## config.mk

```make
export PLATFORM = sky130hd
export DESIGN_NAME = ram_host_arbiter
export DESIGN_NICKNAME = d
export VERILOG_FILES = /design/src/rtl/ram_arb_pkg.sv /design/src/rtl/rr_arbiter.sv /design/src/rtl/ram_host_arbiter.sv
export SDC_FILE = /design/constraint.sdc
export NUM_CORES = 1
export LEC_CHECK = 0
export BUFFER_PORTS_ARGS = -buffer_cell sky130_fd_sc_hd__clkbuf_2
export CAP_MARGIN = 20
export CORE_AREA = 8 8 115 117
export CTS_BUF_LIST = sky130_fd_sc_hd__clkbuf_4 sky130_fd_sc_hd__clkbuf_8 sky130_fd_sc_hd__clkbuf_16
export DETAILED_ROUTE_END_ITERATION = 8
export DIE_AREA = 0 0 123 125
export HOLD_SLACK_MARGIN = 0.03
export PLACE_DENSITY = 0.46
export RECOVER_POWER = 100
export SYNTH_ARGS = -nofsm -noshare
export SYNTH_HDL_FRONTEND = slang
export SYNTH_HIERARCHICAL = 1
export SYNTH_SLANG_ARGS = --single-unit
```

## constraint.sdc

```tcl
create_clock -name clk_i -period 5.65 [get_ports clk_i]
set_input_delay 1.13 -clock clk_i [delete_from_list [all_inputs] [get_ports clk_i]]
set_output_delay 1.13 -clock clk_i [all_outputs]
set_load 0.03 [all_outputs]
```

## src/rtl/ram_arb_pkg.sv

```systemverilog
// Shared types and host indices for the SRAM host arbiter.
package ram_arb_pkg;

  localparam int unsigned MaxHosts     = 4;
  localparam int unsigned HostIdxWidth = $clog2(MaxHosts);

  typedef logic [HostIdxWidth-1:0] host_idx_t;

  localparam host_idx_t HostInstr = host_idx_t'(0);
  localparam host_idx_t HostData  = host_idx_t'(1);
  localparam host_idx_t HostDma   = host_idx_t'(2);

  // Round-robin successor of idx among n hosts.
  function automatic host_idx_t next_idx(input host_idx_t idx, input int unsigned n);
    if (32'(idx) + 32'd1 >= n) begin
      return HostInstr;
    end
    return idx + host_idx_t'(1);
  endfunction

endpackage

```

## src/rtl/rr_arbiter.sv

```systemverilog
// Round-robin arbiter: combinational one-hot grant, registered priority pointer.
module rr_arbiter
  import ram_arb_pkg::*;
#(
  parameter int unsigned NrHosts = 2
) (
  input  logic               clk,
  input  logic               rst_n,
  input  logic [NrHosts-1:0] req,
  output logic [NrHosts-1:0] gnt_c,
  output host_idx_t          idx_c,
  output logic               valid_c
);

  host_idx_t ptr_q;
  host_idx_t ptr_d;

  // Grant the first requester at or after the pointer, wrapping modulo NrHosts.
  always_comb begin
    gnt_c   = '0;
    idx_c   = HostInstr;
    valid_c = 1'b0;
    for (int unsigned i = 0; i < NrHosts; i++) begin
      int unsigned cand;
      cand = 32'(ptr_q) + i;
      if (cand >= NrHosts) begin
        cand = cand - NrHosts;
      end
      for (int unsigned j = 0; j < NrHosts; j++) begin
        if (!valid_c && req[j] && (cand == j)) begin
          valid_c  = 1'b1;
          gnt_c[j] = 1'b1;
          idx_c    = host_idx_t'(j);
        end
      end
    end
  end

  // Pointer moves past the granted host; holds when nobody is granted.
  always_comb begin
    ptr_d = ptr_q;
    if (valid_c) begin
      ptr_d = next_idx(idx_c, NrHosts);
    end
  end

  // Pointer register; host 0 has top priority out of reset.
  always_ff @(posedge clk or negedge rst_n) begin
    if (!rst_n) begin
      ptr_q <= HostInstr;
    end else begin
      ptr_q <= ptr_d;
    end
  end

endmodule

```

## src/rtl/ram_host_arbiter.sv

```systemverilog
// Shares one 1-cycle-latency SRAM port among NrHosts requesters, routing
// responses back to the issuing host and rejecting out-of-window accesses.
module ram_host_arbiter
  import ram_arb_pkg::*;
#(
  parameter int unsigned          NrHosts   = 2,
  parameter int unsigned          AddrWidth = 32,
  parameter int unsigned          DataWidth = 32,
  parameter logic [AddrWidth-1:0] RamBase   = 32'h0010_0000,
  parameter logic [AddrWidth-1:0] RamMask   = ~32'h000F_FFFF
) (
  input  logic                                 clk_i,
  input  logic                                 rst_ni,
  input  logic [NrHosts-1:0]                   host_req_i,
  output logic [NrHosts-1:0]                   host_gnt_o,
  input  logic [NrHosts-1:0][AddrWidth-1:0]    host_addr_i,
  input  logic [NrHosts-1:0]                   host_we_i,
  input  logic [NrHosts-1:0][DataWidth/8-1:0]  host_be_i,
  input  logic [NrHosts-1:0][DataWidth-1:0]    host_wdata_i,
  output logic [NrHosts-1:0]                   host_rvalid_o,
  output logic [NrHosts-1:0][DataWidth-1:0]    host_rdata_o,
  output logic [NrHosts-1:0]                   host_err_o,
  output logic                                 ram_req_o,
  output logic [AddrWidth-1:0]                 ram_addr_o,
  output logic                                 ram_we_o,
  output logic [DataWidth/8-1:0]               ram_be_o,
  output logic [DataWidth-1:0]                 ram_wdata_o,
  input  logic                                 ram_rvalid_i,
  input  logic [DataWidth-1:0]                 ram_rdata_i
);

  localparam int unsigned BeWidth = DataWidth / 8;

  logic [NrHosts-1:0]   arb_gnt;
  host_idx_t            arb_idx;
  logic                 arb_valid;
  logic [AddrWidth-1:0] sel_addr;
  logic                 sel_we;
  logic [BeWidth-1:0]   sel_be;
  logic [DataWidth-1:0] sel_wdata;
  logic                 hit;
  logic                 resp_valid_q;
  logic                 resp_err_q;
  host_idx_t            resp_id_q;

  rr_arbiter #(
    .NrHosts (NrHosts)
  ) u_rr_arbiter (
    .clk     (clk_i),
    .rst_n   (rst_ni),
    .req     (host_req_i),
    .gnt_c   (arb_gnt),
    .idx_c   (arb_idx),
    .valid_c (arb_valid)
  );

  assign host_gnt_o = arb_gnt;

  // Select the granted host's request fields (one-hot mux).
  always_comb begin
    sel_addr  = '0;
    sel_we    = 1'b0;
    sel_be    = '0;
    sel_wdata = '0;
    for (int unsigned j = 0; j < NrHosts; j++) begin
      if (arb_gnt[j]) begin
        sel_addr  = host_addr_i[j];
        sel_we    = host_we_i[j];
        sel_be    = host_be_i[j];
        sel_wdata = host_wdata_i[j];
      end
    end
  end

  // Window decode; misses never reach the SRAM, so a miss write cannot land.
  always_comb begin
    hit         = ((sel_addr & RamMask) == RamBase);
    ram_req_o   = arb_valid & hit;
    ram_addr_o  = sel_addr;
    ram_we_o    = arb_valid & hit & sel_we;
    ram_be_o    = sel_be;
    ram_wdata_o = sel_wdata;
  end

  // Response register: one entry, since the SRAM answers exactly one cycle later.
  always_ff @(posedge clk_i or negedge rst_ni) begin
    if (!rst_ni) begin
      resp_valid_q <= 1'b0;
      resp_err_q   <= 1'b0;
      resp_id_q    <= HostInstr;
    end else begin
      resp_valid_q <= arb_valid;
      resp_err_q   <= arb_valid & ~hit;
      if (arb_valid) begin
        resp_id_q <= arb_idx;
      end
    end
  end

  // Route the response to the issuing host; read data is broadcast, zeroed on error.
  always_comb begin
    host_rvalid_o = '0;
    host_err_o    = '0;
    host_rdata_o  = '0;
    for (int unsigned j = 0; j < NrHosts; j++) begin
      host_rvalid_o[j] = resp_valid_q && (resp_id_q == host_idx_t'(j));
      host_err_o[j]    = resp_valid_q && (resp_id_q == host_idx_t'(j)) && resp_err_q;
      host_rdata_o[j]  = resp_err_q ? '0 : ram_rdata_i;
    end
  end

  // The SRAM must answer exactly the accesses forwarded one cycle earlier.
  ram_rsp_check: assert property (@(posedge clk_i) disable iff (!rst_ni)
    ram_rvalid_i == (resp_valid_q && !resp_err_q));

endmodule

```

**After elaboration in Yosys (flattened, before gate mapping)**

Index checks and enable logic that the tools add are counted.

- $add $sub $neg: 5
- $lt $le $gt $ge: 3
- Eq/ne operators: 4
- Mux-type cells: 25
- Bitwise logic cells: 4
- Reduce and logical (&&, ||, !) cells: 17

Operators with widths:

| kind | count |
|---|---|
| 32-bit two-way mux | 7 |
| 32-bit by 1-bit equality test with 1-bit output (second input constant) | 2 |
| 32-bit by 2-bit greater-or-equal comparator with 1-bit output (second input constant) | 2 |
| 32-bit logical NOT | 2 |
| 32-bit by 2-bit subtractor with 32-bit output (second input constant) | 1 |
| 1-bit two-way mux | 14 |
| 12-bit by 1-bit equality test with 1-bit output (second input constant) | 1 |
| 1-bit logical AND | 11 |
| 4-bit two-way mux | 2 |
| 1-bit by 1-bit adder with 2-bit output (second input constant) | 2 |
| 2-bit two-way mux | 2 |
| 2-bit by 1-bit adder with 3-bit output (second input constant) | 1 |
| 1-bit AND | 3 |
| 1-bit logical NOT | 3 |
| 2-bit by 2-bit subtractor with 3-bit output (second input constant) | 1 |
| 2-bit by 1-bit equality test with 1-bit output (second input constant) | 1 |
| 2-bit greater-or-equal comparator (second input constant) | 1 |
| 2-bit logical NOT | 1 |
| 1-bit inverter | 1 |

- Register bits: 6
- Output and inout port bits: 140
- Logic and storage cells: 62

**Depth between registers and ports, before layout**

- Depth in word-level cells: 22
- Gate-level depth with buffers: 6
- Depth with buffers taken out: 5

**By module**

The synthesis kept the hierarchy.

By module, submodules not included:

| module | times used | cells an instance | area an instance (um^2) | seq. area each (um^2) |
|---|---|---|---|---|
| ram_host_arbiter | 1 | 183 | 1402.6 | 100.1 |
| rr_arbiter | 1 | 10 | 87.6 | 25.0 |

**Worst setup path before layout**

OpenSTA, ideal clock, no wires.

- Path type: in2out
- Start point: input port host_req_i[0]
- End point: output port ram_req_o
- Data arrival time: 3248 ps
- Path slack: 1272 ps
- Stages: 4
- Buffers on the path: 0
- Path through: a21boi_1 nor2b_1 a22oi_1 nor4_1

- Cells in the longest elaborated chain, start to end: 17
- Elaborated cells between the ends (all ways): 21
- Classes of those cells: 1 x eq/ne; 9 x mux; 1 x bitwise; 10 x reduce/logical

Ends and longest elaborated chain:

| item | RTL line | text |
|---|---|---|
| start: declaration | ram_host_arbiter.sv:14 | `input logic [NrHosts-1:0] host_req_i,` |
| 1-bit logical AND | rr_arbiter.sv:30 | `if (!valid_c && req[j] && (cand == j)) begin` |
| 1-bit two-way mux | rr_arbiter.sv:30 |  |
| 1-bit logical NOT | rr_arbiter.sv:30 |  |
| 1-bit logical AND (2 in a row) | rr_arbiter.sv:30 |  |
| 1-bit two-way mux | rr_arbiter.sv:30 |  |
| 1-bit logical NOT | rr_arbiter.sv:30 |  |
| 1-bit logical AND (2 in a row) | rr_arbiter.sv:30 |  |
| 1-bit two-way mux | rr_arbiter.sv:30 |  |
| 1-bit logical NOT | rr_arbiter.sv:30 |  |
| 1-bit logical AND (2 in a row) | rr_arbiter.sv:30 |  |
| 1-bit two-way mux | rr_arbiter.sv:30 |  |
| 32-bit two-way mux | ram_host_arbiter.sv:66 | `if (arb_gnt[j]) begin` |
| 12-bit by 1-bit equality test with 1-bit output | ram_host_arbiter.sv:77 | `hit = ((sel_addr & RamMask) == RamBase);` |
| 1-bit AND (*) | ram_host_arbiter.sv:78 | `ram_req_o = arb_valid & hit;` |
| end: declaration | ram_host_arbiter.sv:23 | `output logic ram_req_o,` |

Mark *: on every way between the ends. The rest lies on a longest branch, timed or not.

**Worst setup path after layout**

- Start point: input port host_req_i[0]
- End point: output port ram_wdata_o[0]

- Cells in the longest elaborated chain, start to end: 15
- Elaborated cells between the ends (all ways): 18
- Classes of those cells: 8 x mux; 10 x reduce/logical

Ends and longest elaborated chain:

| item | RTL line | text |
|---|---|---|
| 1-bit logical AND | rr_arbiter.sv:30 |  |
| 1-bit two-way mux | rr_arbiter.sv:30 |  |
| 1-bit logical NOT | rr_arbiter.sv:30 |  |
| 1-bit logical AND (2 in a row) | rr_arbiter.sv:30 |  |
| 1-bit two-way mux | rr_arbiter.sv:30 |  |
| 1-bit logical NOT | rr_arbiter.sv:30 |  |
| 1-bit logical AND (2 in a row) | rr_arbiter.sv:30 |  |
| 1-bit two-way mux | rr_arbiter.sv:30 |  |
| 1-bit logical NOT | rr_arbiter.sv:30 |  |
| 1-bit logical AND (2 in a row) | rr_arbiter.sv:30 |  |
| 1-bit two-way mux | rr_arbiter.sv:30 |  |
| 32-bit two-way mux (*) | ram_host_arbiter.sv:66 |  |
| end: declaration | ram_host_arbiter.sv:27 | `output logic [DataWidth-1:0] ram_wdata_o,` |

Marked as above.

==> reports/metrics.cfg <==
[setup_path]
r2r_end=resp_err_q
crit_fanout=79
cp.required_ps=4520
critPathArrivalTime_ps=3480
cp-endpoint=ram_wdata_o[0]
rrSetupSlack_ps=3510
cpPeakStageDelay_ps=590
critPathCaptureType=primary output
setup.worst_path.start=host_req_i[0]
r2r-start=u_rr_arbiter/ptr_q[0]
worstSetupPathDepth=7
timing.setup.critical_path_class=input port to primary output
path_buf_inv=3
ff2ff_path_depth=5
crit_chain=clkbuf_1, nand2b_4, and2_4, nor2b_1, buf_4, a22o_1, clkbuf_1
worstSetupStartpointType=input port
cpMostUsedCell=clkbuf_1
cp_top_family=buffers and inverters
critPathSlowestCell=buf_4

[timing]
hold_viol=0
fin_skew_ps=1.49
setup_viol=0
slew_viol_final=0
slew_headroom_pct=33.0
rsz0062_at_grt=no
fmax_mhz=217
holdWs_ps=531
period_share_pct=81.6
fin_tns_setup_ps=0
min_period_ps=4610
tightest_slew_ps=1010

[cts]
htree_levels=1
clk_pin_slew_ps=30
post-cts-setup-buffers=0
cts.sinks=5
cts_resized=0
cts_hold_buf=0
cts_tree=yes
clock_latency_ps=230
cts_root_buf=clkbuf_16
cts_buffer_depth=2
cts_made_buffers=3

[pwr]
peakVddDrop_mv=0.0827
p_int_uw=259
power_frac_seq_pct=8.2
power_switching_uw=292
p_clk_share_pct=21.9
p_comb_share_pct=69.9
finalPower_uw=551
power.density_mw_per_mm2=194
swShare_pct=53.0
leakage_uw=0.00140

[detailed_routing]
antenna_left=0
dr.pass1.iters=4
wirelength_um=11200
via_per_inst=4.30
drt_iter0_drc=66
routedWlPerCell_um=18.5
num_vias=2615
drcViolationCount=0

[final_layout]
antenna_cells=0
multi_input_area_sq_mm=0.00103
seq_area_sq_um=125
instances_no_fill=608
nets=637
syn_to_final_growth_pct=90.7
fin_util_pct=24.5
drive_gt1_share_pct=40.3
n_fill_cell=1382

[min_path]
whs_path_depth=1
hold_class=flip-flop to flip-flop

[synth]
ys_seq_area_share_pct=8.40
yosysTopAreaCell=a22o_1
synth_area_sq_mm=0.00149
syn_avg_cell_area_sq_um=7.72
ys.warnings.count=6
netlist_top_cells_area=a22o_1 38%, buf_4 17%, nor2b_1 14%
synthDistinctLibCells=29
synth-seq-cells=5
syn_nets=368
yosysTopAreaCellShare_pct=38.2
synthCells=193

[place]
gp_congestion=0.817
detailed_place_hpwl_um=10100
dp_cells=604
numPortBuffers=313

[die]
die_height_um=125
ioPinCount=315
die_w_um=123
start_util_pct=12.8
coreArea_sq_mm=0.0116
rows=40
dieArea_sq_mm=0.0154

[global_routing]
grt_pass1_vias=2740
gr-usage-all-layers_pct=13.0
grt_max_degree=80
grt_first_pass_wirelength_um=15900
antenna_found_initial=0
grt.overflow.total=0

[run_status]
status=finished clean

[job]
maxCapViolations=0

==> kinds of logic (layout without fill, tap and decap cells) <==
kind of cell	after synthesis	count (layout)	share of synthesized area, %
simple gates	55	55	23.8
other cells	1	1	0.252
compound gates	77	77	43.8
mux	2	2	1.51
buf+inv	53	321	22.2
flops	5	5	8.40
==> state kept, by name, indices dropped and copies added, names as in the netlist <==
signal and count:
resp_err_q 1, resp_valid_q 1, u_rr_arbiter/ptr_q 1, resp_id_q 2
==> cells in the final DEF, fill, tap and decap left out, types with 2 or more instances in the layout <==
master	n
inv_1	2
nand2_1	7
nor4b_1	2
buf_4	2
o41ai_1	2
clkbuf_16	3
a22o_1	65
dfrtp_1	5
clkbuf_1	139
or4_1	2
mux2_2	2
clkbuf_2	174
o21ai_0	5
and2_1	2
nor2b_1	33
==> cells in the mapped netlist <==
library cell	number
a21boi_1	1
a21o_1	1
a22oi_1	1
o21ai_0	5
nand2_1	7
or4_1	2
clkbuf_1	10
mux2_2	2
dfrtp_1	5
and3b_1	1
nor2b_1	33
nor3b_1	1
nor4b_1	2
inv_1	2
nor4_2	1
o41ai_1	2
buf_2	6
nand2b_4	1
or2_1	1
nand3b_1	1
o31a_1	1
a22o_1	65
and2_1	3
buf_1	2
nor4_1	1
a22o_2	1
conb_1	1
and2_4	1
buf_4	33
==> layer usage <==
metal / GRT usage, % / share of wire (%) / vias to the layer above
met1: 13.1 / 34 / 1172
met4: 1.56 / 0.37 / 0
met3: 4.73 / 15 / 5
li1: - / - / 1229
met2: 25.1 / 51 / 209
met5: 0 / 0 / -
==> power by group through the flow <==
| stage | combinational [uW] | sequential (uW) | clock (uW) |
|---|---|---|---|
| after floorplan | 268 | 41.7 | 0 |
| after global placement | 408 | 45.3 | 0 |
| after detailed placement | 411 | 45.7 | 0 |
| after CTS | 412 | 45.3 | 123 |
| after global routing | 411 | 46.4 | 126 |
| final | 386 | 45.1 | 121 |
==> metrics by stage <==
stage	setup WS (ps)	cell area, sq um
floorplan	1270	1490
global placement	1290	2940
detailed placement	1260	2940
CTS	1250	3020
global route	748	2840
finish	1040	2840
==> worst min-delay path by stage <==
stage                                     start                     to  slack, ps
after floorplan                    resp_id_q[1]           resp_id_q[1]        500
after global placement             resp_id_q[0]           resp_id_q[0]        520
after detailed placement           resp_id_q[0]           resp_id_q[0]        530
after CTS                          resp_id_q[0]           resp_id_q[0]        530
after global routing      u_rr_arbiter/ptr_q[0]  u_rr_arbiter/ptr_q[0]        570
final                              resp_id_q[0]           resp_id_q[0]        530
==> layout make-up <==
| class | instances | area share [%] |
|---|---|---|
| Multi-Input combinational cell | 135 | 36.4 |
| Clock buffer | 4 | 2.91 |
| Tap cell | 147 | 6.47 |
| Timing Repair Buffer | 315 | 49.5 |
| Sequential cell | 5 | 4.40 |
| Inverter | 2 | 0.264 |
Note: power is estimated with default switching activity, not from simulation.
